--- config.mk ---
export PLATFORM = sky130hd
export DESIGN_NAME = divisor
export DESIGN_NICKNAME = d
export VERILOG_FILES = /design/src/rtl/divisor_pkg.sv /design/src/rtl/divisor_passo.sv /design/src/rtl/divisor.sv
export SDC_FILE = /design/constraint.sdc
export NUM_CORES = 1
export LEC_CHECK = 0
export CAP_MARGIN = 10
export CORE_AREA = 2 2 161 163
export DETAILED_ROUTE_END_ITERATION = 16
export DIE_AREA = 0 0 163 165
export PLACE_DENSITY = 0.69
export SETUP_SLACK_MARGIN = 0.05
export SLEW_MARGIN = 20
export SYNTH_ARGS = -nofsm -noshare
export SYNTH_HDL_FRONTEND = slang
export SYNTH_SLANG_ARGS = --single-unit
--- constraint.sdc ---
create_clock -name clock -period 3.5 [get_ports clock]
set_clock_uncertainty 0.1 [all_clocks]
set_input_delay 0.7 -clock clock [delete_from_list [all_inputs] [get_ports clock]]
set_output_delay 0.7 -clock clock [all_outputs]
set_load 0.02 [all_outputs]
--- src/rtl/divisor_pkg.sv ---
// Shared definitions for the signed restoring divider.
// Holds the FSM state encoding, the operand width, the iteration count and
// a magnitude helper used when latching operands.
package divisor_pkg;

    localparam int DIV_WIDTH   = 32;
    localparam int ITER_COUNT  = 32;
    localparam int CNT_W       = $clog2(ITER_COUNT + 1);

    typedef enum logic [1:0] {
        ST_IDLE = 2'd0,
        ST_CALC = 2'd1,
        ST_FIX  = 2'd2
    } state_t;

    // Unsigned magnitude of a two's-complement value. The result is read as
    // unsigned, so |0x80000000| comes out exactly as 0x80000000.
    function automatic logic [DIV_WIDTH-1:0] magnitude(input logic [DIV_WIDTH-1:0] x);
        magnitude = x[DIV_WIDTH-1] ? (~x + 1'b1) : x;
    endfunction

endpackage

--- src/rtl/divisor_passo.sv ---
// One restoring-division iteration, purely combinational.
// Ports:
//   rem_in   - current 33-bit partial remainder
//   quo_in   - current quotient/dividend shift register
//   div_in   - 33-bit divisor magnitude
//   rem_out  - partial remainder after this step
//   quo_out  - quotient register after this step (new bit in bit 0)
module divisor_passo
    import divisor_pkg::*;
#(
    parameter int WIDTH = DIV_WIDTH
) (
    input  logic [WIDTH:0]   rem_in,
    input  logic [WIDTH-1:0] quo_in,
    input  logic [WIDTH:0]   div_in,
    output logic [WIDTH:0]   rem_out,
    output logic [WIDTH-1:0] quo_out
);

    logic [WIDTH+1:0] shifted;
    logic [WIDTH+1:0] trial;
    logic             keep;

    // One extra bit above the remainder lets the trial difference carry a
    // reliable sign regardless of operand magnitude.
    assign shifted = {rem_in, quo_in[WIDTH-1]};
    assign trial   = shifted - {1'b0, div_in};
    assign keep    = ~trial[WIDTH+1];

    assign rem_out = keep ? trial[WIDTH:0] : shifted[WIDTH:0];
    assign quo_out = {quo_in[WIDTH-2:0], keep};

endmodule

--- src/rtl/divisor.sv ---
// Signed 32-bit sequential divider (restoring algorithm, 32 iterations).
// Quotient truncates toward zero, remainder follows the dividend's sign.
// Ports:
//   clock      - rising-edge clock
//   reset      - asynchronous active-low reset
//   div_start  - start request; operands sampled on the same edge
//   outA/outB  - signed dividend / divisor
//   hi/lo      - registered remainder / quotient
//   ciclos_end - one-cycle completion pulse
//   div_zero   - sticky divide-by-zero flag, cleared by the next valid start
module divisor
    import divisor_pkg::*;
#(
    parameter int WIDTH = DIV_WIDTH
) (
    input  logic             clock,
    input  logic             reset,
    input  logic             div_start,
    input  logic [WIDTH-1:0] outA,
    input  logic [WIDTH-1:0] outB,
    output logic [WIDTH-1:0] hi,
    output logic [WIDTH-1:0] lo,
    output logic             ciclos_end,
    output logic             div_zero
);

    state_t           state_reg, state_next;
    logic [WIDTH:0]   rem_reg;
    logic [WIDTH-1:0] quo_reg;
    logic [WIDTH:0]   divisor_reg;
    logic             sign_a_reg, sign_b_reg;
    logic [CNT_W-1:0] cnt_reg;
    logic [WIDTH-1:0] hi_reg, lo_reg;
    logic             ciclos_end_reg, div_zero_reg;

    logic [WIDTH:0]   rem_step;
    logic [WIDTH-1:0] quo_step;
    logic             b_is_zero;
    logic             load_en, zero_en, step_en, fix_en;

    assign b_is_zero = (outB == '0);

    divisor_passo #(.WIDTH(WIDTH)) u_passo (
        .rem_in  (rem_reg),
        .quo_in  (quo_reg),
        .div_in  (divisor_reg),
        .rem_out (rem_step),
        .quo_out (quo_step)
    );

    // State register
    always_ff @(posedge clock or negedge reset) begin
        if (!reset) begin
            state_reg <= ST_IDLE;
        end else begin
            state_reg <= state_next;
        end
    end

    // Next-state logic: any start wins over the current operation.
    always_comb begin
        state_next = state_reg;
        if (div_start) begin
            state_next = b_is_zero ? ST_IDLE : ST_CALC;
        end else begin
            case (state_reg)
                ST_IDLE: state_next = ST_IDLE;
                // Leave CALC on the edge that brings the counter to zero.
                ST_CALC: if (cnt_reg == CNT_W'(1)) state_next = ST_FIX;
                ST_FIX:  state_next = ST_IDLE;
                default: state_next = ST_IDLE;
            endcase
        end
    end

    // Output/control decode
    always_comb begin
        load_en = 1'b0;
        zero_en = 1'b0;
        step_en = 1'b0;
        fix_en  = 1'b0;
        if (div_start) begin
            if (b_is_zero) zero_en = 1'b1;
            else           load_en = 1'b1;
        end else begin
            case (state_reg)
                ST_CALC: step_en = 1'b1;
                ST_FIX:  fix_en  = 1'b1;
                default: ;
            endcase
        end
    end

    // Datapath
    always_ff @(posedge clock or negedge reset) begin
        if (!reset) begin
            rem_reg        <= '0;
            quo_reg        <= '0;
            divisor_reg    <= '0;
            sign_a_reg     <= 1'b0;
            sign_b_reg     <= 1'b0;
            cnt_reg        <= '0;
            hi_reg         <= '0;
            lo_reg         <= '0;
            ciclos_end_reg <= 1'b0;
            div_zero_reg   <= 1'b0;
        end else begin
            ciclos_end_reg <= 1'b0;
            if (load_en) begin
                // The dividend magnitude seeds the quotient register and is
                // shifted out MSB-first into the remainder.
                divisor_reg  <= {1'b0, magnitude(outB)};
                quo_reg      <= magnitude(outA);
                rem_reg      <= '0;
                sign_a_reg   <= outA[WIDTH-1];
                sign_b_reg   <= outB[WIDTH-1];
                cnt_reg      <= CNT_W'(ITER_COUNT);
                div_zero_reg <= 1'b0;
            end else if (zero_en) begin
                div_zero_reg   <= 1'b1;
                ciclos_end_reg <= 1'b1;
            end else if (step_en) begin
                rem_reg <= rem_step;
                quo_reg <= quo_step;
                cnt_reg <= cnt_reg - CNT_W'(1);
            end else if (fix_en) begin
                // 0x80000000 / -1 wraps naturally to 0x80000000 here.
                lo_reg         <= (sign_a_reg ^ sign_b_reg) ? (~quo_reg + 1'b1) : quo_reg;
                hi_reg         <= sign_a_reg ? (~rem_reg[WIDTH-1:0] + 1'b1) : rem_reg[WIDTH-1:0];
                ciclos_end_reg <= 1'b1;
            end
        end
    end

    assign hi         = hi_reg;
    assign lo         = lo_reg;
    assign ciclos_end = ciclos_end_reg;
    assign div_zero   = div_zero_reg;

endmodule

==> summary.md, run 1 <==
| Metric | Value |
|---|---|
| Reg2Reg Setup Slack | `0.12 ns` |
| Min cycle time layout | `3.38 ns` |
| Design Power | `8210 uW` |
| WP data arrival | `3.59 ns` |
| DR vias/cell | `5.57` |
| Post-synthesis compound-gate area fraction | `21.0%` |
| YS warnings | `0` |
| Antenna viol nets, final | `0` |
| Grt met1 use | `35.5%` |
| Synth Area in XOR/XNOR | `11.8%` |
| Fin crit share | `96.6%` |
| DRC Markers | `0` |
| Count of different cell masters after synthesis | `63` |
| Critical Path Source | `rem_reg[5]` |
| Synthesized area | `11200 um2` |
| Reg2reg start | `rem_reg[5]` |
| Share of the synthesized area in the top cell type | `38.6%` |
| DRT Pass-1 Iters | `5` |
| Hpwl dp | `23000 um` |
| Area contributors post-synth | `dfrtp_1 (39%), xor2_1 (7.4%), o21ai_0 (5.0%), a21oi_1 (4.5%), xnor2_1 (4.4%)` |
| Count leader, synth | `dfrtp_1` |
| WL final | `30700 um` |
| Reg clk slew, reported paths | `0.08 ns` |
| Port bufs | `132` |
| Max FFs per register | `33` |
| Vias in the first global route | `9392` |
| CP top delay family | `simple AND/OR/NAND/NOR gates` |
| Final core occ | `57.8%` |
| Post-DP Area | `13600 um2` |
| Non-Filler Instances | `1822` |
| GPL Wtd Cong | `0.881` |
| Remaining Overflow, GRT | `0` |
| Synth Register Bits | `173` |
| Initial Util | `44.8%` |
| R2R depth | `10` |
| GR Util All Layers | `22.8%` |
| Mux contribution to synthesized area | `3.08%` |
| Worst setup path end | `hi[31]` |
| Simple-Gate Fraction of Synth Area | `16.4%` |
| Die area | `26900 um2` |
| Mapped Cells | `1285` |
| Largest area contributor in the netlist | `dfrtp_1` |
| Final setup violation count | `0` |
| Worst r2r dst | `hi[31]` |
| Worst path required time | `3.70 ns` |
| CTS H-tree lvls | `4` |
| Worst-path maximum fanout | `4` |
| Die height | `165 um` |
| CTS Root Cell | `clkbuf_16` |
| Top post-synthesis cells by count | `dfrtp_1 (173), nor2_1 (123), o21ai_0 (113)` |
| Main synth FF type | `dfrtp_1` |
| TritonCTS buffer count | `17` |
| CP Launch Type | `flop` |
| # clock sinks | `173` |
| Final Net Count | `1585` |
| GRT met3 Usage | `3.52%` |
| Final-report hold violation count | `0` |
| First-pass GRT wire length | `48800 um` |
| Ys async rst share | `100%` |
| Boundary Pins | `133` |
| Lkg Pwr | `0.00645 uW` |
| Die width | `163 um` |
| Crit path largest cell delay | `0.56 ns` |
| Crit. End Element | `flop` |
| Final Max Slew Viols | `0` |
| Max-capacitance violation count | `0` |
| Worst VDD drop | `0.372 mV` |
| Sequential area share after synthesis | `38.6%` |
| Adder-cell share of the synthesized area | `4.42%` |
| Crit-path cells | `buf_6, or4_4, nor3_4, nand3_2, or4_4, or3_4, or3_4, o31ai_4, xnor2_1, a21oi_1` |
| Largest family of logic cells by synthesized area | `compound AO/OA/AOI/OAI gates` |
| P per Cell Area | `568 nW/um2` |
| CP max-delay cell | `or4_4` |
| CTS max path bufs | `2` |
| Syn Nets | `1391` |
| Setup Crit Path Kind | `reg2reg` |
| Stages on the worst setup path | `10` |
| Fmax | `296 MHz` |
| Layer with the highest usage | `met1` |
| Core footprint | `25000 um2` |
| Fillers | `2233` |
| WHS | `0.171 ns` |
| Largest net degree at the start of global routing | `79` |
| Average size of a mapped cell | `8.72 um2` |
| RSZ-0062 raised after global routing | `yes` |
| FP Rows | `58` |
| WL/cell | `16.9 um` |
| EDFF count, synth | `0` |
| Worst-Skew Late Latency | `0.44 ns` |
| Relative slew slack | `35.7%` |
| Vias | `10200` |
| Diodes inserted | `0` |
| Worst Max-Slew Pin Slew | `0.957 ns` |
| Layout cell share with drive strength beyond 1 | `13.0%` |
| CTS tree | `built` |
| Syn-to-layout area delta | `29.1%` |
| Crit path buffers/inverters | `1` |
| Non-Filler Cell Area, Final | `14500 um2` |
| Status | `complete, no violations` |
| Hold-fix buffers, CTS | `0` |
| Post-placement cell count | `1780` |
| Initial antenna violation count | `0` |
| Detailed Route Iter0 Violations | `793` |
| Grt met2 use | `33.6%` |
| Worst Hold Class | `in2async` |
report_power, final:
group	switching (uW)	leakage (uW)	internal, uW
Sequential	278	0.00226	2260
Clock	954	0.000296	1040
Combinational	1970	0.00389	1700
final cells by class:
class                   count  area (um2)  share of cell area, %
clock buffers              17         425                   2.94
clock inverters            15         195                   1.35
inverters                  57         214                   1.48
multi-input cells         978        6500                   44.9
flip-flops and latches    173        4330                   29.9
well taps                 330         413                   2.85
repair buffers            252        2390                   16.5
layer usage:
layer / vias up / part of all wire [%]
li1: 4990 / -
met1: 4849 / 51
met2: 296 / 43
met3: 19 / 5.7
met4: 0 / 0.75
met5: - / 0
what timing repair did:
| action | 4_1_cts | 5_1_grt |
|---|---|---|
| resized for setup | 3 | 33 |
| setup buffers | 0 | 6 |
| gates cloned | 0 | 4 |
| setup endpoints to repair | 19 | 70 |
| pin swaps | 0 | 10 |
worst register-to-register path, delay by kind of cell (launching register included):
family | cells | cell delay, ns
XOR/XNOR | 1 | 0.14
AND/OR/NAND/NOR | 6 | 2.15
AO/OA/AOI/OAI | 2 | 0.33
buffers and inverters | 1 | 0.13
flip-flops | 1 | 0.41
kinds of logic (layout without fill, tap and decap cells):
logic type,Yosys count,in the layout
compound gates,369,369
xor+xnor,151,151
fa+ha+maj,39,39
buf+inv,134,341
flops,173,173
mux,34,34
simple gates,385,385
metrics by stage:
stage	setup slack [ns]	setup TNS, ns
floorplan	0.188	0
global placement	-0.318	-24.86
detailed placement	-0.414	-32.76
CTS	0.0959	0
global route	0.0140	0
finish	0.118	0
worst min-delay path by stage:
stage                 endpoint  cells past startpoint  slack [ns]
2_1_floorplan       ciclos_end                      0        0.30
3_3_place_gp   divisor_reg[27]                      2        0.36
3_5_place_dp   divisor_reg[21]                      2        0.37
4_1_cts             cnt_reg[2]                      1        0.20
5_1_grt             cnt_reg[2]                      1        0.23
6_report            cnt_reg[2]                      1        0.17
layout by cell type, fill, tap and decap left out, drive strengths merged, types with 11 or more instances in the layout:
cell	n
nor4	14
a21oi	100
or4	18
o21ai	113
nor2	124
nand2	106
buf	117
clkbuf	21
a221o	20
nor3	17
or3	17
inv	64
xor2	95
ha	38
a22oi	11
o41ai	17
clkdlybuf4s50	127
xnor2	56
nand3	45
dfrtp	173
mux2i	30
a21o	22
o31ai	40
(Power assumes the default switching activity.)
==> run 2, diff against run 1 <==
Settings changed: PLACE_DENSITY 0.69 to 0.66.
Clock period 3.5 ns to 3.9 ns, I/O delays scaled along.
==> run 2 against run 1 <==
- clock power is 11% lower
- critical path depth is 1 higher
- die area stayed put
- non-clock buffer count is 67 lower
- first-iteration DRC count is 0.76% lower
- register-to-register slack better by 0.097 ns
- sequential cell count stayed put
- count of clock-buffer cells in the layout stayed put
- sequential share of layout area is 1.6 points higher
- total power is 14% lower
- critical endpoint is now rem_reg[5]
- largest cell class unchanged
- highest routed layer unchanged
==> summary.md, run 2 (synthesis gave the netlist of run 1 again) <==
| Metric | Value |
|---|---|
| Syn-to-layout area delta | `22.6% (was 29.1%)` |
| CTS max path bufs | `2 (unchanged)` |
| Die area | `26900 um2 (unchanged)` |
| R2R depth | `11 (was 10)` |
| Design Power | `7030 uW (was 8210 uW)` |
| CP Launch Type | `flop (unchanged)` |
| Initial antenna violation count | `0 (unchanged)` |
| DRT Pass-1 Iters | `5 (unchanged)` |
| Fin crit share | `94.5% (was 96.6%)` |
| WL final | `29000 um (was 30700 um)` |
| Die height | `165 um (unchanged)` |
| Crit path largest cell delay | `0.53 ns (was 0.56 ns)` |
| Wire length on met2 | `11900 um (was 13200 um)` |
| Status | `complete, no violations (unchanged)` |
| Final setup violation count | `0 (unchanged)` |
| Reg2reg start | `rem_reg[2] (was rem_reg[5])` |
| Antenna viol nets, final | `0 (unchanged)` |
| Die width | `163 um (unchanged)` |
| Final WS setup | `0.214 ns (was 0.118 ns)` |
| Fillers | `2279 (was 2233)` |
| Seq pwr share | `33.4% (was 31.0%)` |
| Worst-Skew Late Latency | `0.44 ns (about the same)` |
| Critical Path Source | `rem_reg[2] (was rem_reg[5])` |
| Vias | `9841 (was 10200)` |
| Area occupied by multi-input gates | `6380 um2 (was 6500 um2)` |
| Max FFs per register | `33 (unchanged)` |
| CP max-delay cell | `o311ai_0 (was or4_4)` |
| Clock share of power | `25.4% (was 24.3%)` |
| # clock sinks | `173 (unchanged)` |
| WL/cell | `16.5 um (was 16.9 um)` |
| Worst Max-Slew Pin Slew | `0.969 ns (was 0.957 ns)` |
| Detailed Route Iter0 Violations | `787 (was 793)` |
| Relative slew slack | `35.0% (was 35.7%)` |
| GPL Wtd Cong | `0.903 (was 0.881)` |
| TritonCTS buffer count | `17 (unchanged)` |
| Crit path top cell by count | `a21oi_1` |
| Routed length on met3 | `1700 um (was 1760 um)` |
| DRC Markers | `0 (unchanged)` |
| Remaining Overflow, GRT | `0 (unchanged)` |
| P per Cell Area | `511 nW/um2 (was 568 nW/um2)` |
| Commonest cells after routing, fill and taps aside | `dfrtp_1 (172), clkdlybuf4s50_1 (131), nor2_1 (123) (was dfrtp_1 (173), clkdlybuf4s50_1 (127), nor2_1 (123))` |
| Fraction of power spent switching nets | `38.0% (was 39.0%)` |
| Most common cell after layout, fill and taps aside | `dfrtp_1 (unchanged)` |
| Final Net Count | `1518 (was 1585)` |
| WHS | `0.342 ns (was 0.171 ns)` |
| DR vias/cell | `5.61 (was 5.57)` |
| Non-Filler Cell Area, Final | `13700 um2 (was 14500 um2)` |
| Switch Pwr | `2670 uW (was 3210 uW)` |
| Register area | `4330 um2 (about the same)` |
| CTS Root Cell | `clkbuf_16 (unchanged)` |
| Initial Util | `44.8% (unchanged)` |
| WP data arrival | `3.94 ns (was 3.59 ns)` |
| Crit. End Element | `flop (unchanged)` |
| Worst Hold Class | `in2async (unchanged)` |
| Reg clk slew, reported paths | `0.07 ns (was 0.08 ns)` |
| Reg2Reg Setup Slack | `0.21 ns (was 0.12 ns)` |
| Post-cts gate resize count | `0 (was 3)` |
| Hpwl dp | `22100 um (was 23000 um)` |
| Layout cell share with drive strength beyond 1 | `7.79% (was 13.0%)` |
| CTS tree | `built (unchanged)` |
| Worst r2r dst | `rem_reg[5] (was hi[31])` |
| Combinational group share of total power | `41.2% (was 44.8%)` |
| RSZ-0062 raised after global routing | `no (was yes)` |
| Cell-internal power | `4360 uW (was 5010 uW)` |
| Post-DP Area | `13100 um2 (was 13600 um2)` |
| WL met1 | `15100 um (was 15600 um)` |
| Worst-path maximum fanout | `11 (was 4)` |
| Setup Crit Path Kind | `reg2reg (unchanged)` |
| Diodes inserted | `0 (unchanged)` |
| First-pass GRT wire length | `47900 um (was 48800 um)` |
| Hold-fix buffers, CTS | `0 (unchanged)` |
| Core footprint | `25000 um2 (unchanged)` |
| Boundary Pins | `133 (unchanged)` |
| Worst path required time | `4.15 ns (was 3.70 ns)` |
| CTS H-tree lvls | `4 (unchanged)` |
| Fmax | `271 MHz (was 296 MHz)` |
| FP Rows | `58 (unchanged)` |
| Lkg Pwr | `0.00603 uW (was 0.00645 uW)` |
| Largest net degree at the start of global routing | `104 (was 79)` |
| Post-CTS setup buffers | `0 (unchanged)` |
| Setup WS pre-CTS | `-0.0956 ns (was -0.414 ns)` |
| Top sig layer | `met4 (unchanged)` |
| Min cycle time layout | `3.69 ns (was 3.38 ns)` |
| Crit-path cells | `ha_1, a21o_1, a21oi_1, a211oi_1, o31a_1, o311ai_0, a21oi_1, a211oi_4, buf_4, mux2_2, o21ai_0 (was buf_6, or4_4, nor3_4, nand3_2, or4_4, or3_4, or3_4, o31ai_4, xnor2_1, a21oi_1)` |
| Vias in the first global route | `9147 (was 9392)` |
| Port bufs | `132 (unchanged)` |
| Final-report hold violation count | `0 (unchanged)` |
| Max-capacitance violation count | `0 (unchanged)` |
| Final Max Slew Viols | `0 (unchanged)` |
| Worst VDD drop | `0.278 mV (was 0.372 mV)` |
| GR Util All Layers | `22.4% (was 22.8%)` |
==> run 2: cell count changes in the layout (fill, tap and decap cells not counted), moves of 4 or more <==
cell,previous run,this run
clkinv_2,0,4
nor4_1,10,14
buf_4,106,47
inv_8,6,2
clkdlybuf4s50_1,127,131
clkbuf_16,21,17
buf_6,5,1
dlymetal6s2s_1,4,0
==> run 2: through the flow <==
step	TNS, ns	utilization, %	instances
after floorplan	0	-	1285
after global placement	-0.0258	52.4	1723
after detailed placement	-2.03	52.4	1723
after CTS	0	54.9	1755
after global routing	0	54.9	1755
final	0	54.9	1755
==> run 2: worst max path at each step <==
stage	to	slack, ns	cells past startpoint
6_report	rem_reg[5]	0.21	11
5_1_grt	rem_reg[27]	0.06	12
4_1_cts	rem_reg[5]	0.26	11
3_5_place_dp	rem_reg[32]	-0.1	11
3_3_place_gp	rem_reg[32]	-0.03	11
2_1_floorplan	quo_reg[19]	0.53	9
==> run 2: layout make-up <==
class                   instances  area share (%)
clock buffers                  17            3.10
clock inverters                15            1.35
inverters                      57            1.56
multi-input cells             978            46.4
flip-flops and latches        173            31.5
well taps                     330            3.01
repair buffers                185            13.1
==> run 2: power by group through the flow <==
| stage | logic, uW | clock network (uW) | registers (uW) |
|---|---|---|---|
| finish | 2890 | 1780 | 2350 |
| global route | 3210 | 1900 | 2380 |
| CTS | 2900 | 1820 | 2330 |
| detailed placement | 2870 | 0 | 2370 |
| global placement | 2840 | 0 | 2360 |
| floorplan | 2000 | 0 | 2350 |
==> run 2: critical path, delay by kind of cell, from the launching register on <==
family                   cells  cell delay (ns)
adder cells (fa/ha/maj)      1             0.38
buffers and inverters        1             0.26
flip-flops                   1             0.42
multiplexers                 1             0.34
AO/OA/AOI/OAI                8             2.11
==> run 2: routing by layer <==
metal / track usage (%) / up-vias
li1: - / 4855
met1: 35.1 / 4652
met2: 32.1 / 308
met3: 3.52 / 26
met4: 5.07 / 0
met5: 0 / -
==> run 3, diff against run 2 <==
--- a/constraint.sdc
+++ b/constraint.sdc
@@ -3,3 +3,3 @@
 set_input_delay 0.78 -clock clock [delete_from_list [all_inputs] [get_ports clock]]
 set_output_delay 0.78 -clock clock [all_outputs]
-set_load 0.02 [all_outputs]
+set_load 0.005 [all_outputs]
==> results of run 3 <==
Same layout as run 2 (identical final DEF). Status: complete, no violations.
Main changes from that run: total power 7030 uW -> 6930 uW
